<file path="src/rtl/fifo_cond.sv">
// First-word-fall-through synchronous FIFO used as the push/pop responder on both
// sides of the arbiter; words are {dest[1:0], payload[7:0]}.
module fifo_cond #(
    parameter int DATA_WIDTH = 10,
    parameter int ADDR_WIDTH = 3,
    parameter int AF_THRESH  = 6,
    parameter int AE_THRESH  = 2
) (
    input  logic                  clk,
    input  logic                  reset,
    input  logic                  push,
    input  logic                  pop,
    input  logic [DATA_WIDTH-1:0] data_in,
    output logic [DATA_WIDTH-1:0] data_out,
    output logic [ADDR_WIDTH:0]   count,
    output logic                  empty,
    output logic                  full,
    output logic                  almost_full,
    output logic                  almost_empty,
    output logic                  overflow,
    output logic                  underflow
);

    localparam int DEPTH = 2 ** ADDR_WIDTH;

    logic [DATA_WIDTH-1:0] r_mem [DEPTH];
    logic [ADDR_WIDTH-1:0] r_wr_ptr;
    logic [ADDR_WIDTH-1:0] r_rd_ptr;
    logic [ADDR_WIDTH:0]   r_count;
    logic                  r_overflow;
    logic                  r_underflow;

    logic w_empty;
    logic w_full;
    logic w_push_ok;
    logic w_pop_ok;

    assign w_empty   = (r_count == '0);
    assign w_full    = (r_count == (ADDR_WIDTH+1)'(DEPTH));
    assign w_pop_ok  = pop && !w_empty;
    // When full, a pop in the same cycle is necessarily accepted and frees the slot.
    assign w_push_ok = push && (!w_full || pop);

    // Storage has no reset; stale words are never visible because data_out is gated by empty.
    always_ff @(posedge clk) begin
        if (w_push_ok) begin
            r_mem[r_wr_ptr] <= data_in;
        end
    end

    always_ff @(posedge clk or posedge reset) begin
        if (reset) begin
            r_wr_ptr    <= '0;
            r_rd_ptr    <= '0;
            r_count     <= '0;
            r_overflow  <= 1'b0;
            r_underflow <= 1'b0;
        end else begin
            if (w_push_ok) begin
                r_wr_ptr <= r_wr_ptr + 1'b1;
            end
            if (w_pop_ok) begin
                r_rd_ptr <= r_rd_ptr + 1'b1;
            end
            if (w_push_ok && !w_pop_ok) begin
                r_count <= r_count + 1'b1;
            end else if (w_pop_ok && !w_push_ok) begin
                r_count <= r_count - 1'b1;
            end
            if (push && !w_push_ok) begin
                r_overflow <= 1'b1;
            end
            if (pop && !w_pop_ok) begin
                r_underflow <= 1'b1;
            end
        end
    end

    assign data_out     = w_empty ? '0 : r_mem[r_rd_ptr];
    assign count        = r_count;
    assign empty        = w_empty;
    assign full         = w_full;
    assign almost_full  = (r_count >= (ADDR_WIDTH+1)'(AF_THRESH));
    assign almost_empty = (r_count <= (ADDR_WIDTH+1)'(AE_THRESH));
    assign overflow     = r_overflow;
    assign underflow    = r_underflow;

endmodule

</file>
<file path="config.mk">
export PLATFORM = sky130hd
export DESIGN_NAME = fifo_cond
export DESIGN_NICKNAME = d
export VERILOG_FILES = /design/src/rtl/fifo_cond.sv
export SDC_FILE = /design/constraint.sdc
export NUM_CORES = 1
export LEC_CHECK = 0
export CORE_UTILIZATION = 57
export DETAILED_ROUTE_END_ITERATION = 8
export HOLD_SLACK_MARGIN = 0.05
export PLACE_DENSITY = 0.82
export SYNTH_ARGS = -nofsm -noshare
export SYNTH_HDL_FRONTEND = slang
export SYNTH_SLANG_ARGS = --single-unit
</file>
<file path="constraint.sdc">
create_clock -name clk -period 4 [get_ports clk]
set_input_delay 0.8 -clock clk [delete_from_list [all_inputs] [get_ports clk]]
set_output_delay 0.8 -clock clk [all_outputs]
set_load 0.005 [all_outputs]
</file>
==> flow_metrics.env, run 1 <==
export IMPL_status="finished, final reports clean"
export IMPL_grt_pass1_wl_um=9840
export IMPL_r2r_start="count[1]"
export IMPL_grt_ovfl_total=0
export IMPL_syn_inst=189
export IMPL_synthTopCellsByArea="edfxtp_1 (64%), mux4_2 (12%), dfrtp_1 (8.1%), a22o_1 (2.4%), ha_1 (1.7%)"
export IMPL_crit_required_ns=3.20
export IMPL_clock_path_buffers=2
export IMPL_clk_latency_ns=0.35
export IMPL_critPathMaxStageDelay_ns=0.59
export IMPL_post_cts_resized=0
export IMPL_yosysTopAreaCell="edfxtp_1"
export IMPL_highest_layer="met4"
export IMPL_critical_path_class="reg -> out"
export IMPL_grt_antenna_before_repair=0
export IMPL_critical_path_arrival_ns=2.55
export IMPL_layout_setup_ws_ns=0.650
export IMPL_cts_made_buffers=9
export IMPL_area_growth_pct=18.5
export IMPL_synthArstFlopShare_pct=13.0
export IMPL_grt_use_total_pct=19.8
export IMPL_synth_top_family_by_area="multiplexers"
export IMPL_route_met3_wl_um=220
export IMPL_drt_pass1_iter_count=4
export IMPL_wire_per_inst_um=20.1
export IMPL_grt_max_degree=17
export IMPL_gp_congestion=0.728
export IMPL_synth_compound_area_share_pct=4.97
export IMPL_hold_start="overflow"
export IMPL_wl_met2_um=3370
export IMPL_synth_fa_ha_area_share_pct=2.22
export IMPL_n_antenna_cell=0
export IMPL_worst_setup_path_start_kind="register"
export IMPL_min_path_type="reg -> reg"
export IMPL_ys_ff_latch=92
export IMPL_tightest_slew_ns=0.556
export IMPL_synthFlopType="edfxtp_1"
export IMPL_ios=34
export IMPL_path_clk_slew_ns=0.09
export IMPL_worst_path_buf_inv=1
export IMPL_fin_util_pct=69.9
export IMPL_pre_cts_slack_ns=0.667
export IMPL_drt_iter0_drc=105
export IMPL_max_slew_margin_pct=62.9
export IMPL_final_nets=257
export IMPL_hold_viol_final=0
export IMPL_die_w_um=82.8
export IMPL_regToRegSetupSlack_ns=0.90
export IMPL_dpl_hpwl_um=4050
export IMPL_htreeDepth=3
export IMPL_cts_setup_buffers=0
export IMPL_synth_edf_count=80
export IMPL_vdd_drop_max_mv=0.458
export IMPL_yosys_warnings=0
export IMPL_synthMuxAreaShare_pct=13.4
export IMPL_slowest_stage="or4_4"
export IMPL_crit_path_max_fanout=10
export IMPL_power_per_cell_area_nw_per_um2=724
export IMPL_fill_cells=409
export IMPL_layout_drive_gt1_share_pct=23.6
export IMPL_cp_cell_sequence="or4_4 > and2_1 > a22o_1 > clkdlybuf4s50_1"
export IMPL_die_h_um=82.8
export IMPL_syn_nets=209
export IMPL_cts_sinks=92
export IMPL_drt_total_wl_um=6420
export IMPL_yosys_area_share_simple_pct=4.03
export IMPL_cp_end_kind="output pin"
export IMPL_register_area_um2=2700
export IMPL_syn_area_per_cell_um2=19.7
export IMPL_yosysUniqueCellTypes=35
export IMPL_fmax_mhz=298
export IMPL_core_area_um2=6310
export IMPL_cts_tree="built"
export IMPL_ant_nets=0
export IMPL_drc=0
export IMPL_yosysSeqAreaShare_pct=72.6
export IMPL_numPortBuffers=33
export IMPL_fin_crit_sh_pct=83.8
export IMPL_cap_violations=0
export IMPL_rsz0062_at_grt="no"
export IMPL_synthDominantCellAreaShare_pct=64.5
export IMPL_crit_family="simple AND/OR/NAND/NOR gates"
export IMPL_initial_core_util_pct=59.0
export IMPL_cts_root_buf="clkbuf_8"
export IMPL_synth_xor_area_share_pct=1.41
export IMPL_dieArea_um2=6860
export IMPL_wl_met1_um=2680
export IMPL_setup_viol=0
export IMPL_startpoint="count[1]"
export IMPL_maxSlewViolCount=0
export IMPL_hold_buffers=0
export IMPL_grt_pass1_vias=1923
export IMPL_tns_ns=0
export IMPL_syn_area_um2=3720
export IMPL_multi_input_area_um2=975
export IMPL_total_leakage_power_uw=0.00151
export IMPL_vias_per_cell=5.92
export IMPL_final_setup_skew_ns=0.00867
export IMPL_period_needed_ns=3.35
export IMPL_via_count=1890
export IMPL_num_rows=29
-- stage by stage --
stage	cells	cell area [um^2]	power (uW)	hold slack [ns]
5_1_grt	319	4410	3360	0.492
2_1_floorplan	189	3720	2080	0.451
6_report	319	4410	3200	0.485
3_3_place_gp	303	4210	2580	0.448
4_1_cts	319	4410	3220	0.488
3_5_place_dp	303	4210	2610	0.467
-- cells in the mapped netlist (all sizes together), types with 2 or more instances --
cell type,number
nor3,4
mux2,3
clkbuf,4
nor2,5
nand3,2
nand2b,2
a21o,4
dfrtp,12
inv,5
a22o,10
edfxtp,80
mux4,20
nand3b,2
or4,2
or3,3
ha,5
nand2,3
buf,4
xnor2,6
o21ai,2
o211ai,2
-- path summary, 6_finish.rpt --
path | endpoint | cells past startpoint
worst max-delay path | data_out[9] | 4
worst min-delay path | overflow | 1
worst max register to register | count[3] | 9
worst min register to register | overflow | 1
max in group asynchronous | r_wr_ptr[1] | 2
min in group asynchronous | r_wr_ptr[0] | 2
-- power breakdown --
part / internal [uW] / total, uW / switching [uW]
Sequential: 1230 / 1370 / 134
Clock: 292 / 612 / 320
Combinational: 712 / 1220 / 506
Total: 2240 / 3200 / 960
-- cell usage in the layout (no fill, tap or decap), types with 3 or more instances in the layout --
master	instances
a21o_1	3
a22o_1	10
buf_4	12
clkbuf_8	9
clkdlybuf4s50_1	33
dfrtp_1	12
edfxtp_1	80
ha_1	5
inv_1	5
mux4_2	20
nand2_1	3
nor2_1	5
nor3_1	4
xnor2_1	6
-- cell type report --
type	count	area share [%]
Sequential cell	92	61.2
Multi-Input combinational cell	84	22.1
Timing Repair Buffer	45	9.53
Clock buffer	9	2.81
Tap cell	77	2.18
Clock inverter	7	1.73
Inverter	5	0.425
-- layer usage --
layer | global-route usage [%] | up-vias
met3 | 4.87 | 14
li1 | - | 868
met1 | 24.9 | 968
met5 | 0 | -
met4 | 7.99 | 0
met2 | 33.3 | 40
-- registers in the layout, summed over array words and instances (netlist names) --
name,count
underflow,1
overflow,1
r_wr_ptr,3
count,4
r_mem,80
r_rd_ptr,3
-- worst reg2reg max path: stages, from the launching register on --
cell and delay, ns:
dfrtp_1 0.47, or4b_1 0.70, o21ai_4 0.30, inv_1 0.08
ha_1 0.28, inv_1 0.14, ha_1 0.30, or4_1 0.50
nand3_1 0.11, o221ai_1 0.11
-- cells by family after synthesis --
| group | after synthesis |
|---|---|
| buffers and inverters | 13 |
| AOI/OAI and AO/OA | 22 |
| DFF | 92 |
| adders and majority gates | 6 |
| xor gates and xnor gates | 6 |
| muxes | 24 |
| and+or+nand+nor | 26 |
No activity file was read; power rests on OpenSTA's default activity.
==> inputs of run 2 (changes only) <==
==> constraint.sdc (replaced) <==
create_clock -name clk -period 3.4 [get_ports clk]
set_input_delay 0.68 -clock clk [delete_from_list [all_inputs] [get_ports clk]]
set_output_delay 0.68 -clock clk [all_outputs]
set_load 0.005 [all_outputs]
==> flow_metrics.env, run 2 (same netlist as run 1, synthesis figures left out) <==
export IMPL_status="finished, final reports clean"
export IMPL_layout_setup_ws_ns=0.182
export IMPL_combPwrFrac_pct=37.4
export IMPL_cap_violations=0
export IMPL_dpl_hpwl_um=4290
export IMPL_core_area_um2=6310
export IMPL_hold_viol_final=0
export IMPL_period_needed_ns=3.22
export IMPL_fmax_mhz=311
export IMPL_grt_pass1_vias=1983
export IMPL_drt_iter0_drc=137
export IMPL_gp_congestion=0.744
export IMPL_critPathMaxStageDelay_ns=0.60
export IMPL_num_rows=29
export IMPL_drt_pass1_iter_count=4
export IMPL_fin_cells=320
export IMPL_hold_buffers=0
export IMPL_clk_latency_ns=0.34
export IMPL_min_path_type="reg -> reg"
export IMPL_numPortBuffers=33
export IMPL_p_switching_uw=1120
export IMPL_layout_drive_gt1_share_pct=23.5
export IMPL_rsz0062_at_grt="no"
export IMPL_use_met3_pct=5.17
export IMPL_wire_per_inst_um=20.5
export IMPL_cts_made_buffers=9
export IMPL_fill_cells=380
export IMPL_post_cts_resized=0
export IMPL_final_setup_skew_ns=0.00898
export IMPL_cts_setup_buffers=0
export IMPL_largest_register="r_mem"
export IMPL_drc=0
export IMPL_tightest_slew_ns=0.529
export IMPL_met1_usage_pct=27.0
export IMPL_grt_antenna_before_repair=0
export IMPL_crit_path_max_fanout=8
export IMPL_worst_setup_path_start_kind="register"
export IMPL_cp_cell_sequence="or4_4 > inv_1 > nor2_1 > buf_4 > a22o_1 > clkdlybuf4s50_1"
export IMPL_fin_util_pct=70.3
export IMPL_vdd_drop_max_mv=0.521
export IMPL_layout_common_cells="edfxtp_1 (80), clkdlybuf4s50_1 (33), mux4_2 (20), buf_4 (13), dfrtp_1 (12)"
export IMPL_slowest_stage="or4_4"
export IMPL_cts_root_buf="clkbuf_8"
export IMPL_final_nets=258
export IMPL_grt_use_met2_pct=36.1
export IMPL_clock_power_share_pct=20.4
export IMPL_n_antenna_cell=0
export IMPL_cp_end_kind="output pin"
export IMPL_path_clk_slew_ns=0.08
export IMPL_drt_total_wl_um=6570
export IMPL_grt_max_degree=16
export IMPL_critical_path_class="reg -> out"
export IMPL_crit_required_ns=2.72
export IMPL_die_h_um=82.8
export IMPL_fin_crit_sh_pct=94.7
export IMPL_cts_tree="built"
export IMPL_dieArea_um2=6860
export IMPL_via_count=1936
export IMPL_worst_path_buf_inv=3
export IMPL_pre_cts_slack_ns=0.332
export IMPL_maxSlewViolCount=0
export IMPL_hold_worst_slack_ns=0.471
export IMPL_initial_core_util_pct=59.0
export IMPL_setup_viol=0
export IMPL_grt_pass1_wl_um=10600
export IMPL_total_leakage_power_uw=0.00152
export IMPL_grt_use_total_pct=21.1
export IMPL_cts_sinks=92
export IMPL_clock_path_buffers=2
export IMPL_htreeDepth=3
export IMPL_ios=34
export IMPL_max_slew_margin_pct=64.6
export IMPL_grt_busiest_layer="met2"
export IMPL_area_growth_pct=19.1
export IMPL_p_int_uw=2700
export IMPL_ant_nets=0
export IMPL_critical_path_arrival_ns=2.54
export IMPL_largest_register_ffs=80
export IMPL_dp_cells=304
export IMPL_vias_per_cell=6.05
export IMPL_seqPwrFrac_pct=42.2
export IMPL_power_per_cell_area_nw_per_um2=862
export IMPL_grt_ovfl_total=0
export IMPL_die_w_um=82.8
export IMPL_tns_ns=0
export IMPL_crit_family="buffers and inverters"
export IMPL_netSwitchingFraction_pct=29.3
export IMPL_final_common_cell="edfxtp_1"
[run 2: path summary, 6_finish.rpt]
kind                          start     endpoint  slack [ns]  cells past startpoint
min reg2reg                overflow     overflow        0.47                      1
min                        overflow     overflow        0.47                      1
max reg2reg                count[1]     count[3]        0.36                      9
max                        count[1]  data_out[8]        0.18                      6
min in group asynchronous     reset  r_rd_ptr[2]        0.66                      2
max in group asynchronous     reset  r_wr_ptr[1]        2.40                      2
[run 2: power by group through the flow]
stage	Combinational [uW]	Clock (uW)	Sequential (uW)
6_report	1430	779	1620
5_1_grt	1550	843	1650
4_1_cts	1460	797	1620
3_5_place_dp	1440	0	1640
3_3_place_gp	1420	0	1630
2_1_floorplan	861	0	1580
[run 2: per-stage QoR]
stage | instance area (um^2) | power, uW
finish | 4440 | 3830
global route | 4440 | 4040
CTS | 4440 | 3870
detailed placement | 4220 | 3090
global placement | 4220 | 3040
floorplan | 3720 | 2440
[run 2: worst reg2reg max path, stage by stage, from the launching register on]
cell and delay, ns:
dfrtp_1 0.47, or4b_1 0.68, o21ai_4 0.30, inv_1 0.09, ha_1 0.26, inv_1 0.13
ha_1 0.30, or4_1 0.49, nand3_1 0.10, o221ai_1 0.11
[run 2: area by class of cell]
type / count / area (um^2) / area share [%]
multi-input combinational: 84 / 975 / 22.0
tap: 77 / 96.3 / 2.17
timing repair buffer: 46 / 428 / 9.64
clock buffer: 10 / 128 / 2.88
inverter: 5 / 18.8 / 0.423
clock inverter: 6 / 88.8 / 2.00
sequential: 92 / 2700 / 60.9
[run 2: routing by layer]
metal / vias to the layer above / share of wire, % / wire length [um]
li1: 873 / - / -
met1: 981 / 40 / 2660
met2: 73 / 53 / 3460
met3: 9 / 5.4 / 356
met4: 0 / 1.4 / 90
met5: - / 0 / 0
